$ cat src/rtl/uart_rx_sync.sv
// UART 8N1 receiver with a valid/ready byte output and frame/overrun flags.
// Optional even parity (one extra bit after bit 7) when UART_RX_PARITY_EN is defined.
module uart_rx_sync #(
    parameter int CLK_FRE   = 27,
    parameter int BAUD_RATE = 5625
) (
    input  logic       clk,
    input  logic       rst_n,
    input  logic       rx_pin,
    output logic [7:0] rx_data,
    output logic       rx_data_valid,
    input  logic       rx_data_ready,
    output logic       rx_frame_err,
`ifdef UART_RX_PARITY_EN
    output logic       rx_parity_err,
`endif
    output logic       rx_overrun
);

    localparam int          CYCLE     = CLK_FRE * 1000000 / BAUD_RATE;
    localparam logic [31:0] HALF_LAST = 32'(CYCLE / 2 - 1);
    localparam logic [31:0] BIT_LAST  = 32'(CYCLE - 1);

    typedef enum logic [2:0] {
        S_IDLE   = 3'd0,
        S_START  = 3'd1,
        S_DATA   = 3'd2,
        S_PARITY = 3'd3,
        S_STOP   = 3'd4,
        S_DONE   = 3'd5
    } state_t;

    state_t      r_state;
    state_t      w_state_nxt;
    logic        r_rx_meta;
    logic        r_rx_s;
    logic        r_rx_prev;
    logic [31:0] r_cycle_cnt;
    logic [2:0]  r_bit_cnt;
    logic [7:0]  r_shift;
    logic        r_stop_bit;
    logic        w_fall;
    logic        w_half_hit;
    logic        w_bit_hit;
    logic        w_par_bad;
    logic        w_commit;

    assign w_fall     = r_rx_prev & ~r_rx_s;
    assign w_half_hit = (r_cycle_cnt == HALF_LAST);
    assign w_bit_hit  = (r_cycle_cnt == BIT_LAST);

`ifdef UART_RX_PARITY_EN
    logic r_par_bit;
    assign w_par_bad = ^{r_shift, r_par_bit};
`else
    assign w_par_bad = 1'b0;
`endif

    assign w_commit = (r_state == S_DONE) & r_stop_bit & ~w_par_bad;

    // Two-flop synchronizer plus edge-detect history, idling high
    always_ff @(posedge clk) begin
        if (!rst_n) begin
            r_rx_meta <= 1'b1;
            r_rx_s    <= 1'b1;
            r_rx_prev <= 1'b1;
        end else begin
            r_rx_meta <= rx_pin;
            r_rx_s    <= r_rx_meta;
            r_rx_prev <= r_rx_s;
        end
    end

    // State register
    always_ff @(posedge clk) begin
        if (!rst_n) begin
            r_state <= S_IDLE;
        end else begin
            r_state <= w_state_nxt;
        end
    end

    // Next-state logic
    always_comb begin
        w_state_nxt = r_state;
        case (r_state)
            S_IDLE: begin
                if (w_fall) w_state_nxt = S_START;
                else        w_state_nxt = S_IDLE;
            end
            S_START: begin
                if (w_half_hit) w_state_nxt = r_rx_s ? S_IDLE : S_DATA;
                else            w_state_nxt = S_START;
            end
            S_DATA: begin
                if (w_bit_hit && (r_bit_cnt == 3'd7)) begin
`ifdef UART_RX_PARITY_EN
                    w_state_nxt = S_PARITY;
`else
                    w_state_nxt = S_STOP;
`endif
                end else begin
                    w_state_nxt = S_DATA;
                end
            end
            S_PARITY: begin
                if (w_bit_hit) w_state_nxt = S_STOP;
                else           w_state_nxt = S_PARITY;
            end
            S_STOP: begin
                if (w_bit_hit) w_state_nxt = S_DONE;
                else           w_state_nxt = S_STOP;
            end
            S_DONE:  w_state_nxt = S_IDLE;
            default: w_state_nxt = S_IDLE;
        endcase
    end

    // Bit timing, data shift and stop/parity capture
    always_ff @(posedge clk) begin
        if (!rst_n) begin
            r_cycle_cnt <= 32'd0;
            r_bit_cnt   <= 3'd0;
            r_shift     <= 8'h00;
            r_stop_bit  <= 1'b1;
`ifdef UART_RX_PARITY_EN
            r_par_bit   <= 1'b0;
`endif
        end else begin
            // Counter restarts on every state change and at each data-bit boundary
            if ((r_state == S_IDLE) || (w_state_nxt != r_state) ||
                ((r_state == S_DATA) && w_bit_hit)) begin
                r_cycle_cnt <= 32'd0;
            end else begin
                r_cycle_cnt <= r_cycle_cnt + 32'd1;
            end
            if ((r_state == S_START) && w_half_hit) begin
                r_bit_cnt <= 3'd0;
            end else if ((r_state == S_DATA) && w_bit_hit) begin
                r_shift[r_bit_cnt] <= r_rx_s;
                r_bit_cnt          <= r_bit_cnt + 3'd1;
            end
            if ((r_state == S_STOP) && w_bit_hit) begin
                r_stop_bit <= r_rx_s;
            end
`ifdef UART_RX_PARITY_EN
            if ((r_state == S_PARITY) && w_bit_hit) begin
                r_par_bit <= r_rx_s;
            end
`endif
        end
    end

    // Byte commit, handshake and error reporting
    always_ff @(posedge clk) begin
        if (!rst_n) begin
            rx_data       <= 8'h00;
            rx_data_valid <= 1'b0;
            rx_frame_err  <= 1'b0;
            rx_overrun    <= 1'b0;
`ifdef UART_RX_PARITY_EN
            rx_parity_err <= 1'b0;
`endif
        end else begin
            rx_frame_err <= (r_state == S_DONE) & ~r_stop_bit;
`ifdef UART_RX_PARITY_EN
            rx_parity_err <= (r_state == S_DONE) & r_stop_bit & w_par_bad;
`endif
            if (w_commit) begin
                rx_data       <= r_shift;
                rx_data_valid <= 1'b1;
                if (rx_data_valid && !rx_data_ready) begin
                    rx_overrun <= 1'b1;
                end
            end else if (rx_data_valid && rx_data_ready) begin
                rx_data_valid <= 1'b0;
            end
        end
    end

endmodule

$ cat config.mk
export PLATFORM = sky130hd
export DESIGN_NAME = uart_rx_sync
export DESIGN_NICKNAME = d
export VERILOG_FILES = /design/src/rtl/uart_rx_sync.sv
export SDC_FILE = /design/constraint.sdc
export NUM_CORES = 1
export LEC_CHECK = 0
export ABC_AREA = 0
export BUFFER_PORTS_ARGS = -buffer_cell sky130_fd_sc_hd__buf_2
export CAP_MARGIN = 10
export CORE_MARGIN = 2
export CORE_UTILIZATION = 35
export CTS_CLUSTER_DIAMETER = 50
export DETAILED_ROUTE_END_ITERATION = 8
export SYNTH_ARGS = -nofsm -noshare
export SYNTH_HDL_FRONTEND = slang
export SYNTH_SLANG_ARGS = --single-unit
$ cat constraint.sdc
create_clock -name clk -period 2.4 [get_ports clk]
set_input_delay 0.12 -clock clk [delete_from_list [all_inputs] [get_ports clk]]
set_output_delay 0.12 -clock clk [all_outputs]
set_load 0.005 [all_outputs]
# Word level (Yosys, flattened, before mapping)

Index checks and enable logic that the tools add are counted.

Output and inout port bits: 11
Bits in registers: 61
Bits of input ports: 4

$lt $le $gt $ge: 2
Equal/unequal tests: 9
Bitwise operators: 7
Reduce and logical (&&, ||, !) cells: 16
Add/subtract/negate cells: 2
Mux-type cells: 12

Operator list:

| cell                  | number |
|---|---|
| $add 32x1->32 const B | 1 |
| $eq 32x12->1 const B  | 1 |
| $eq 32x13->1 const B  | 1 |
| $pmux 3 s5            | 1 |
| $eq 3x3->1 const B    | 3 |
| $bwmux 8              | 1 |
| $logic_and 1x1->1     | 7 |
| $eq 3x2->1 const B    | 2 |
| $mux 3                | 2 |
| $mux 1                | 5 |
| $lt 3x4->1 const B    | 1 |
| $mux 2                | 2 |
| $not 1->1             | 4 |
| $reduce_and 2->1      | 2 |
| $reduce_or 2->1       | 2 |
| $add 3x1->3 const B   | 1 |
| $and 1x1->1           | 3 |
| $demux 1 s3           | 1 |
| $eq 3x1->1 const B    | 1 |
| $ge 3x1->1 const B    | 1 |
| $logic_not 3->1       | 1 |
| $ne 3x3->1            | 1 |
| $logic_or 1x1->1      | 2 |
| $reduce_bool 2->1     | 1 |
| $logic_not 1->1       | 1 |

# Depth between registers and ports, before layout

Word-level depth: 8
Depth in mapped cells: 7
Gate-level depth less buffers: 6

# Least setup slack after synthesis

Ideal clock, no wire load.

Path kind: flip-flop to flip-flop
Start: register r_cycle_cnt[28]
End: register r_state[1]
Required time: 2.314 ns
Data arrival time: 1.967 ns
Cell stages (with the launch flop): 6
Clock period less this slack: 2.052 ns
Path slack: 0.348 ns
Cells stage by stage: dfxtp_1 > or4_4 > nor4_4 > nand2_2 > or4_1 > a211oi_1

Cells in the longest elaborated chain, start to end: 4

Ends and longest elaborated chain:

| item                   | RTL line | RTL |
|---|---|---|
| from (decl)            | 38       | `logic [31:0] r_cycle_cnt;` |
| from (signal assigned) | 135      | `r_cycle_cnt <= r_cycle_cnt + 32'd1;` |
| $eq 32x13->1           | 50       | `assign w_bit_hit = (r_cycle_cnt == BIT_LAST);` |
| $logic_and 1x1->1      | 96       | `if (w_bit_hit && (r_bit_cnt == 3'd7)) begin` |
| $mux 3                 | 96       |  |
| $pmux 3 s5 (*)         | 86       | `case (r_state)` |
| to (signal assigned)   | 79       | `r_state <= w_state_nxt;` |
| to (decl)              | 33       | `state_t r_state;` |

Mark *: on every way between the ends. The rest lies on a longest branch, timed or not.
A chain may end at the register's enable or synchronous reset.

# Worst setup path after layout

Start: register r_cycle_cnt[25]
End: register r_state[1]

Same word-level chain as after synthesis.

==> impl_results.md <==
* Post-DP HPWL at 3.52 mm
* PostCTS Resize Cnt at 0
* Mean Syn Cell Area at between 8 and 9 sq um
* Setup repair after global routing missed its margin: false
* Area leader, netlist: dfxtp_1
* WP data arrival at roughly 2.4 ns
* Post-CTS setup buffers at 0
* Ys Warns at 0
* Worst setup SP type: flip-flop
* WL final at between 5 and 6 mm
* Max cap viols at 0
* Fmax at 460 MHz
* Simple-Gate Fraction of Synth Area at 32.3%
* Synth Area in Compound Gates at 4.85%
* Deepest level of the CTS H-tree at 3
* Synth Area in Adders at under 10%
* Vias in the first global route at 1960
* VDD IR max at around 0.36 mV
* Clk_skew at ~0.0052 ns
* Worst hold path class: in2reg
* Crit. End Element: flip-flop
* Largest net degree at the start of global routing at 26
* CP required at 2.66 ns
* Remaining Overflow, GRT at 0
* Ys flop type: dfxtp_1
* Crit Path Category: reg2reg
* Cts hold-fix bufs at 1
* Clk_lat worst skew at 0.34 ns
* Status: complete, no violations
* Post-synth top area share at 44.7%
* Initial Utilization at 35.7%
* CP max FO at 5
* Worst Max-Slew Pin Slew at 0.456 ns
* Root Driver: clkbuf_8
* Ys async rst share at 0%
* Vias per cell at 4.85
* TritonCTS clock tree: built
* Core ar. at ~7600 sq um
* IO buf count at 14
* Longest Clk Path Bufs at 2
* Synth cell types at 42
* Rel. slew slack at 69.4%
* Post-synth EDFFs at 0
* Final Util at 41.4%
* Clock transition at path regs at 0.07 ns
* Row cnt at 32
* Top post-synthesis cells by count: 61 x dfxtp_1, 54 x nor2_1, 28 x nand2_1
* Post-Layout Cell Count at 447
* Post-Syn Nets at 326
* Routed len/inst at approximately 12 microns
* Dpl cells at 430
* Number of antenna violations at the first check in global routing at 0
* FF+latch count, synth at 61
* Final period util at between 90% and 100%
* GRT Util Overall at between 10% and 20%
* Minimum clock period at roughly 2.2 ns
* 1st-iter DRT viols at 131
* Fillers at 764
* Multiplexer share of the synthesized area at under 10%
* Die W at just over 90 microns
* First-pass GRT wire length at around 9.1 mm
* Final setup fails at 0
* Share of cells above drive strength 1 at approximately an eighth
* RePlAce Congestion at 0.765
* Nets@finish at around 350
* Most frequent cell after synthesis: dfxtp_1
* Top post-synthesis cells by area: dfxtp_1 45%, xor2_1 8.0%, nor2_1 7.4%
* Die height at 92.4 microns
* Routed vias at 2166
* Residual DRC at 0
* Pwr Density at between 600 and 700 nW/um^2
* Combinational family with the most area after synthesis: simple AND/OR/NAND/NOR gates
* Post-synthesis cell area at 2730 sq um
* Antenna Diode Count at 0
* Count of final hold-check violations at 0
* IO Count at 15
* Total power draw at 2.05 mW
* CTS buffer count at 9
* Post-synthesis cell count at roughly 320
* Area grow syn2layout at 15.8%
* Die area at 8530 sq um
* XOR/XNOR share of the synthesized area at 9.94%
* CTS Sinks at 61
* Fin. max-slew vios at 0
* Setup_tns at 0 ns
* Worst hold margin at roughly 0.029 ns
* Leakage at 1.20 nW
* TritonRoute pass-1 iters at 4
* Sequential share of the synthesized area at 44.7%
* DRT antenna net count at 0
-- cell families (layout without fill, tap and decap cells) --
family,Yosys count,in the layout
AND/OR/NAND/NOR,171,171
XOR/XNOR,31,31
buffers and inverters,20,46
flip-flops,61,61
AO/OA/AOI/OAI,22,22
multiplexers,11,11
adder cells (fa/ha/maj),3,3
-- final cells by class --
class                   instances  area, sq um  area share [%]
clock inverters                 3         42.5            1.34
multi-input cells             238         1430            45.3
flip-flops and latches         61         1220            38.6
well taps                     102          128            4.03
inverters                       6         22.5           0.712
repair buffers                 24          148            4.67
clock buffers                  13          169            5.34
-- flip-flops by register name, indices dropped and copies added (netlist names) --
| register | count |
|---|---|
| r_stop_bit | 1 |
| r_rx_s | 1 |
| rx_data | 8 |
| r_bit_cnt | 3 |
| r_state | 3 |
| r_shift | 8 |
| r_cycle_cnt | 32 |
| rx_data_valid | 1 |
| rx_overrun | 1 |
| r_rx_prev | 1 |
| r_rx_meta | 1 |
| rx_frame_err | 1 |
-- power breakdown --
| part | leakage, nW | total [mW] | switching, mW | internal, mW |
|---|---|---|---|---|
| Combinational | 0.600 | 0.0557 | 0.0339 | 0.0218 |
| Clock | 0.106 | 0.963 | 0.400 | 0.563 |
| Sequential | 0.492 | 1.03 | 0.0107 | 1.02 |
| Total | 1.20 | 2.05 | 0.444 | 1.60 |
-- worst max-delay path: stages (launching register included) --
cell and delay [ns]:
dfxtp_1 0.35, or4_1 0.58, nor4_4 0.35, nand2_2 0.10, or4_1 0.49, a211oi_1 0.22
-- layout by cell type, fill, tap and decap left out, types with 2 or more instances in the layout --
master and n:
o21ai_0 4, nand2b_1 6, and2_1 3, inv_1 6
or4_1 3, nor2b_1 3, and3_1 9, ha_1 3
or3b_2 2, nor2_1 54, nand2_1 28, or3_1 2
mux2i_1 11, a21oi_1 10, dfxtp_1 61, xnor2_1 6
nor4_1 8, nor3_1 4, nand4_1 15, buf_2 14
buf_4 9, xor2_1 25, clkbuf_8 12, nand3_1 23
-- metrics by stage --
stage / worst slack (ns) / instance area (sq um)
after global placement: 0.270 / 2940
after global routing: 0.0788 / 3160
after floorplan: 0.348 / 2730
final: 0.225 / 3160
after detailed placement: 0.261 / 2940
after CTS: 0.225 / 3160
-- layer usage --
| layer | global-route usage (%) | share of wire [%] | wire, microns | vias up |
|---|---|---|---|---|
| met5 | 0 | 0 | 0 | - |
| met4 | 7.46 | 2.4 | 127 | 0 |
| met3 | 2.93 | 1.9 | 100 | 8 |
| met2 | 19.2 | 42 | 2180 | 16 |
| met1 | 18.9 | 54 | 2820 | 995 |
| li1 | - | - | - | 1147 |
-- worst paths after layout --
kind                               from  depth (start not counted)  slack (ns)                 endpoint
max          r_cycle_cnt[25]$_SDFF_PP0_                          5        0.22    r_state[1]$_SDFF_PN0_
min                               rst_n                          2        0.03  r_stop_bit$_SDFFE_PN1P_
min reg2reg        r_rx_meta$_SDFF_PN1_                          1        0.41        r_rx_s$_SDFF_PN1_
max reg2reg  r_cycle_cnt[25]$_SDFF_PP0_                          5        0.22    r_state[1]$_SDFF_PN0_
No activity file was read; power rests on OpenSTA's default activity.
